===== config.mk =====
export PLATFORM = sky130hd
export DESIGN_NAME = sap1_control_sequencer
export DESIGN_NICKNAME = d
export VERILOG_FILES = /design/src/rtl/sap1_control_sequencer.sv
export SDC_FILE = /design/constraint.sdc
export NUM_CORES = 1
export LEC_CHECK = 0
export CORE_MARGIN = 5
export CORE_UTILIZATION = 43
export CTS_CLUSTER_SIZE = 24
export DETAILED_ROUTE_END_ITERATION = 8
export GPL_ROUTABILITY_DRIVEN = 0
export PLACE_DENSITY = 0.93
export REMOVE_ABC_BUFFERS = 1
export SKIP_LAST_GASP = 1
export SLEW_MARGIN = 20
export SYNTH_ARGS = -nofsm -noshare
export SYNTH_HDL_FRONTEND = slang
export SYNTH_SLANG_ARGS = --single-unit
export TNS_END_PERCENT = 20

===== constraint.sdc =====
create_clock -name clk -period 3.9 [get_ports clk]
set_input_delay 0.975 -clock clk [delete_from_list [all_inputs] [get_ports clk]]
set_output_delay 0.975 -clock clk [all_outputs]
set_load 0.02 [all_outputs]

===== src/rtl/sap1_control_sequencer.sv =====
// SAP-1 microcode sequencer: T-state counter, opcode decode and control-word generation.
// Control outputs are pure decodes of the current T-state, opcode, flags and halt latch.
module sap1_control_sequencer #(
    parameter bit EXT_ISA = 1'b1
) (
    input  logic       clk,
    input  logic       reset,
    input  logic [3:0] opcode,
    input  logic       carry_flag,
    input  logic       zero_flag,
    output logic [2:0] t_state,
    output logic       instr_done,
    output logic       halted,
    output logic       hlt,
    output logic       mi,
    output logic       ri,
    output logic       ro,
    output logic       ii,
    output logic       io,
    output logic       ai,
    output logic       ao,
    output logic       eo,
    output logic       su,
    output logic       fi,
    output logic       bi,
    output logic       oi,
    output logic       pc_inc,
    output logic       co,
    output logic       pc_load
);

    localparam logic [3:0] OpNop = 4'h0;
    localparam logic [3:0] OpLda = 4'h1;
    localparam logic [3:0] OpAdd = 4'h2;
    localparam logic [3:0] OpSub = 4'h3;
    localparam logic [3:0] OpSta = 4'h4;
    localparam logic [3:0] OpLdi = 4'h5;
    localparam logic [3:0] OpJmp = 4'h6;
    localparam logic [3:0] OpJc  = 4'h7;
    localparam logic [3:0] OpJz  = 4'h8;
    localparam logic [3:0] OpOut = 4'he;
    localparam logic [3:0] OpHlt = 4'hf;

    localparam logic [2:0] T0 = 3'd0;
    localparam logic [2:0] T1 = 3'd1;
    localparam logic [2:0] T2 = 3'd2;
    localparam logic [2:0] T3 = 3'd3;
    localparam logic [2:0] T4 = 3'd4;

    logic [2:0] t_state_q, t_state_d;
    logic       halt_q, halt_d;
    logic [3:0] op_eff;
    logic [2:0] last_t;

    // Extended opcodes collapse to NOP when the classic instruction set is selected.
    always_comb begin
        op_eff = opcode;
        if (!EXT_ISA && (opcode inside {OpSta, OpLdi, OpJmp, OpJc, OpJz})) begin
            op_eff = OpNop;
        end
    end

    always_comb begin
        case (op_eff)
            OpLda, OpSta: last_t = T3;
            OpAdd, OpSub: last_t = T4;
            default:      last_t = T2;
        endcase
    end

    always_comb begin
        instr_done = 1'b0;
        hlt        = 1'b0;
        mi         = 1'b0;
        ri         = 1'b0;
        ro         = 1'b0;
        ii         = 1'b0;
        io         = 1'b0;
        ai         = 1'b0;
        ao         = 1'b0;
        eo         = 1'b0;
        su         = 1'b0;
        fi         = 1'b0;
        bi         = 1'b0;
        oi         = 1'b0;
        pc_inc     = 1'b0;
        co         = 1'b0;
        pc_load    = 1'b0;
        if (!reset && halt_q) begin
            hlt = 1'b1;
        end else if (!reset) begin
            case (t_state_q)
                T0: begin
                    co = 1'b1;
                    mi = 1'b1;
                end
                T1: begin
                    ro     = 1'b1;
                    ii     = 1'b1;
                    pc_inc = 1'b1;
                end
                T2, T3, T4: begin
                    instr_done = (t_state_q == last_t);
                    case (op_eff)
                        OpLda: begin
                            if (t_state_q == T2) begin
                                io = 1'b1;
                                mi = 1'b1;
                            end else if (t_state_q == T3) begin
                                ro = 1'b1;
                                ai = 1'b1;
                            end
                        end
                        OpAdd, OpSub: begin
                            if (t_state_q == T2) begin
                                io = 1'b1;
                                mi = 1'b1;
                            end else if (t_state_q == T3) begin
                                ro = 1'b1;
                                bi = 1'b1;
                            end else begin
                                eo = 1'b1;
                                ai = 1'b1;
                                fi = 1'b1;
                                su = (op_eff == OpSub);
                            end
                        end
                        OpSta: begin
                            if (t_state_q == T2) begin
                                io = 1'b1;
                                mi = 1'b1;
                            end else if (t_state_q == T3) begin
                                ao = 1'b1;
                                ri = 1'b1;
                            end
                        end
                        OpLdi: begin
                            if (t_state_q == T2) begin
                                io = 1'b1;
                                ai = 1'b1;
                            end
                        end
                        OpJmp: begin
                            if (t_state_q == T2) begin
                                io      = 1'b1;
                                pc_load = 1'b1;
                            end
                        end
                        // Flags only matter in the T2 of a conditional jump.
                        OpJc: begin
                            if (t_state_q == T2) begin
                                io      = 1'b1;
                                pc_load = carry_flag;
                            end
                        end
                        OpJz: begin
                            if (t_state_q == T2) begin
                                io      = 1'b1;
                                pc_load = zero_flag;
                            end
                        end
                        OpOut: begin
                            if (t_state_q == T2) begin
                                ao = 1'b1;
                                oi = 1'b1;
                            end
                        end
                        OpHlt: begin
                            if (t_state_q == T2) begin
                                hlt = 1'b1;
                            end
                        end
                        default: ;
                    endcase
                end
                default: ;
            endcase
        end
    end

    // Wrapping on t_state_q >= last_t also recovers from illegal counts 5..7.
    always_comb begin
        t_state_d = t_state_q;
        halt_d    = halt_q;
        if (halt_q) begin
            t_state_d = T0;
        end else begin
            if (t_state_q >= last_t) begin
                t_state_d = T0;
            end else begin
                t_state_d = t_state_q + 3'd1;
            end
            if (hlt) begin
                halt_d = 1'b1;
            end
        end
    end

    always_ff @(posedge clk) begin
        if (reset) begin
            t_state_q <= T0;
            halt_q    <= 1'b0;
        end else begin
            t_state_q <= t_state_d;
            halt_q    <= halt_d;
        end
    end

    assign t_state = t_state_q;
    assign halted  = halt_q;

endmodule


==> impl_metrics.ini, run 1 <==
[route]
vias = 712
drc = 0
dr.first_iter.drc_count = 7
post_drt_wl_per_cell_microns = 14.6
vias_per_cell = 5.61
first_pass_iters = 4
wl_microns = 1860
postRouteAntennaNets = 0

[yosys]
synthTopCellsByCount = ha_1 (8), inv_1 (5), nor3_1 (5)
yosys.area.top_type = ha_1
synth.avg_cell_area_sq_um = 8.31
synth-async-reset-ratio = 0
syn-cell-area_sq_um = 632
synth.most_common_cell = ha_1
ys_top_cells_by_area = ha_1 (16%), dfxtp_1 (13%), nor3_1 (4.0%)
ys.flop_type = dfxtp_1
synth_top_area_share = 0.158
synth-edff-count = 0
yosysSeqAreaShare = 0.127
synth.distinct_cells = 39
yosys_warnings = 0
syn_inst = 76
ys_ff_latch = 4

[critical_path]
slowest_delay_ns = 0.60
worst-path-stages = 6
path_cells = clkdlybuf4s50_1, nor3b_2, inv_2, ha_1, and4_1, clkdlybuf4s50_1
worst_setup_path_end_kind = primary output
cp-start-kind = input pin
crit_type = in2out
cp.buffers_inverters = 3
worstPathArrival_ns = 2.96
rr_startpoint = t_state[0]
cp_slowest_cell = clkdlybuf4s50_1
ff2ff_path_depth = 5
timing.critical_path.from = opcode[2]
path_max_fanout = 4
cp.required_ns = 2.92
critPathMostFrequentCell = clkdlybuf4s50_1
path_delay_family = buffers and inverters

[floorplan]
die_area_sq_mm = 0.00234
core-area_sq_mm = 0.00135
core.rowCount = 13
boundaryPins = 29
dieHeight_microns = 48.3
die_w_microns = 48.3
start_util = 0.468

[layout]
postLayoutCellArea_sq_mm = 0.00100
diodes = 0
fin_nets = 130
utilization = 0.741
layout-drive-gt1-share = 0.205
syn_to_final_growth_pct = 58.4

[grt]
grt_max_degree = 12
grt_antenna_before_repair = 0
grt_pass1_wl_microns = 3080
grt_overflow = 0
grt_util_all_layers = 0.153
grt_pass1_vias = 700

[timing]
fmax_mhz = 254
setup_viol = 2
layout_setup_ws_ns = -0.0357
hold_violations = 0
rsz0062_at_grt = yes
finalCriticalPeriod_ns = 3.94
skew_ns = 0.00666
worst_slew_pin_slew_ns = 0.341
slew_violations = 0
min_period_over_period = 1.01
relSlewSlack = 0.767

[cts]
clk_latency_ns = 0.23
clk_path_buf_depth = 2
cts_setup_buffers = 0
root_buffer = clkbuf_4
cts.clk_slew.worst_paths_ns = 0.04
cts_hold_buf = 0
clock-sinks = 4
htreeDepth = 1
cts_made_buffers = 3
cts_tree = yes

[pwr]
p_int_uw = 201
power_leakage_nw = 0.449
power-per-cell-area_mw_per_mm2 = 353
clkPwrFrac = 0.139
seq_power_share = 0.190
power_uw = 353
p_sw_uw = 152
p_sw_frac = 0.431
combPwrFrac = 0.671
ir_drop_v = 0.000293

[run_status]
failed_checks = negative setup slack
status = finished, violations left

[worst_hold_path]
hold_path_class = reg2reg
holdPathStages = 1
holdCritStartpoint = t_state[0]

[place]
placed_cell_area_sq_um = 977
hpwl_microns = 1530
io_buffers = 28
preCtsSetupSlack_ns = -0.0304

[flow_run]
maxCapViolations = 0
==> cells in the final DEF (no fill, tap or decap), drive strengths merged, types with 2 or more instances in the layout <==
cell type	netlist	final
clkdlybuf4s50	0	26
buf	4	10
ha	8	8
inv	6	6
nor3	5	5
nor2	4	4
dfxtp	4	4
nand2b	3	3
clkbuf	1	3
xnor2	2	2
nand3	2	2
o21ba	2	2
nor4bb	2	2
and3b	2	2
nand2	2	2
a21oi	2	2
nor4	2	2
and4b	2	2
o311a	2	2
and3	2	2
a2111oi	2	2
nor3b	2	2
and2b	2	2
or2	2	2
a211oi	2	2
==> flip-flops by register name, summed over array words and instances, names as in the netlist <==
register / cells
halted: 1
t_state: 3
==> routing by layer <==
layer  track usage  share of wire  vias to the layer above
met5             0              0                        -
met4        0.0553          0.018                        0
met3        0.0489          0.074                        5
met2         0.248           0.45                       32
met1         0.186           0.45                      315
li1              -              -                      360
==> worst paths after layout <==
path	end	slack, ns
worst max register to register	t_state[2]	2.20
worst max-delay path	instr_done	-0.04
worst min register to register	t_state[0]	0.53
worst min-delay path	t_state[0]	0.53
==> repair_timing <==
action / CTS / global route
pin swaps: 1 / 1
gates resized for setup: 1 / 1
setup endpoints to repair: 4 / 7
==> worst reg2reg max path, cell delays in order, from the launching register on <==
cell       delay (ns)
dfxtp_1          0.39
inv_1            0.12
ha_1             0.31
nand2b_1         0.15
a21o_1           0.21
a2111oi_0        0.39
==> final cells by class <==
class | instances | area, sq um
repair buffers | 38 | 357
fillers | 109 | 349
flip-flops and latches | 4 | 80.1
clock buffers | 3 | 22.5
multi-input cells | 61 | 500
well taps | 15 | 18.8
inverters | 6 | 22.5
==> power groups by stage <==
stage	clock [mW]	sequential, mW	combinational, mW
final	0.0491	0.0670	0.237
after global placement	0	0.0671	0.229
after global routing	0.0514	0.0701	0.258
after CTS	0.0497	0.0671	0.237
after detailed placement	0	0.0679	0.238
after floorplan	0	0.0748	0.128
==> through the flow <==
step,setup TNS [ns],std cells,hold WS (ns)
floorplan,0,71,0.628
global placement,-0.0170,124,0.526
detailed placement,-0.0558,124,0.533
CTS,-0.0204,127,0.543
global route,-0.461,127,0.592
finish,-0.0536,127,0.532
==> logic make-up after synthesis <==
family,synth area share
buffers and inverters,0.0812
xor gates and xnor gates,0.0277
DFF,0.127
adders and majority gates,0.158
AOI/OAI and AO/OA,0.188
muxes,0.0158
and+or+nand+nor,0.402
Power figures use the tool's default switching activity.
==> inputs of run 2 (changes only) <==
--- a/config.mk
+++ b/config.mk
@@ -7,7 +7,7 @@
 export LEC_CHECK = 0
 export CORE_MARGIN = 5
 export CORE_UTILIZATION = 43
-export CTS_CLUSTER_SIZE = 24
+export CTS_CLUSTER_SIZE = 25
 export DETAILED_ROUTE_END_ITERATION = 8
 export GPL_ROUTABILITY_DRIVEN = 0
 export PLACE_DENSITY = 0.93
==> results of run 2 <==
No change in the layout: final DEF, timing and power equal those of run 1.
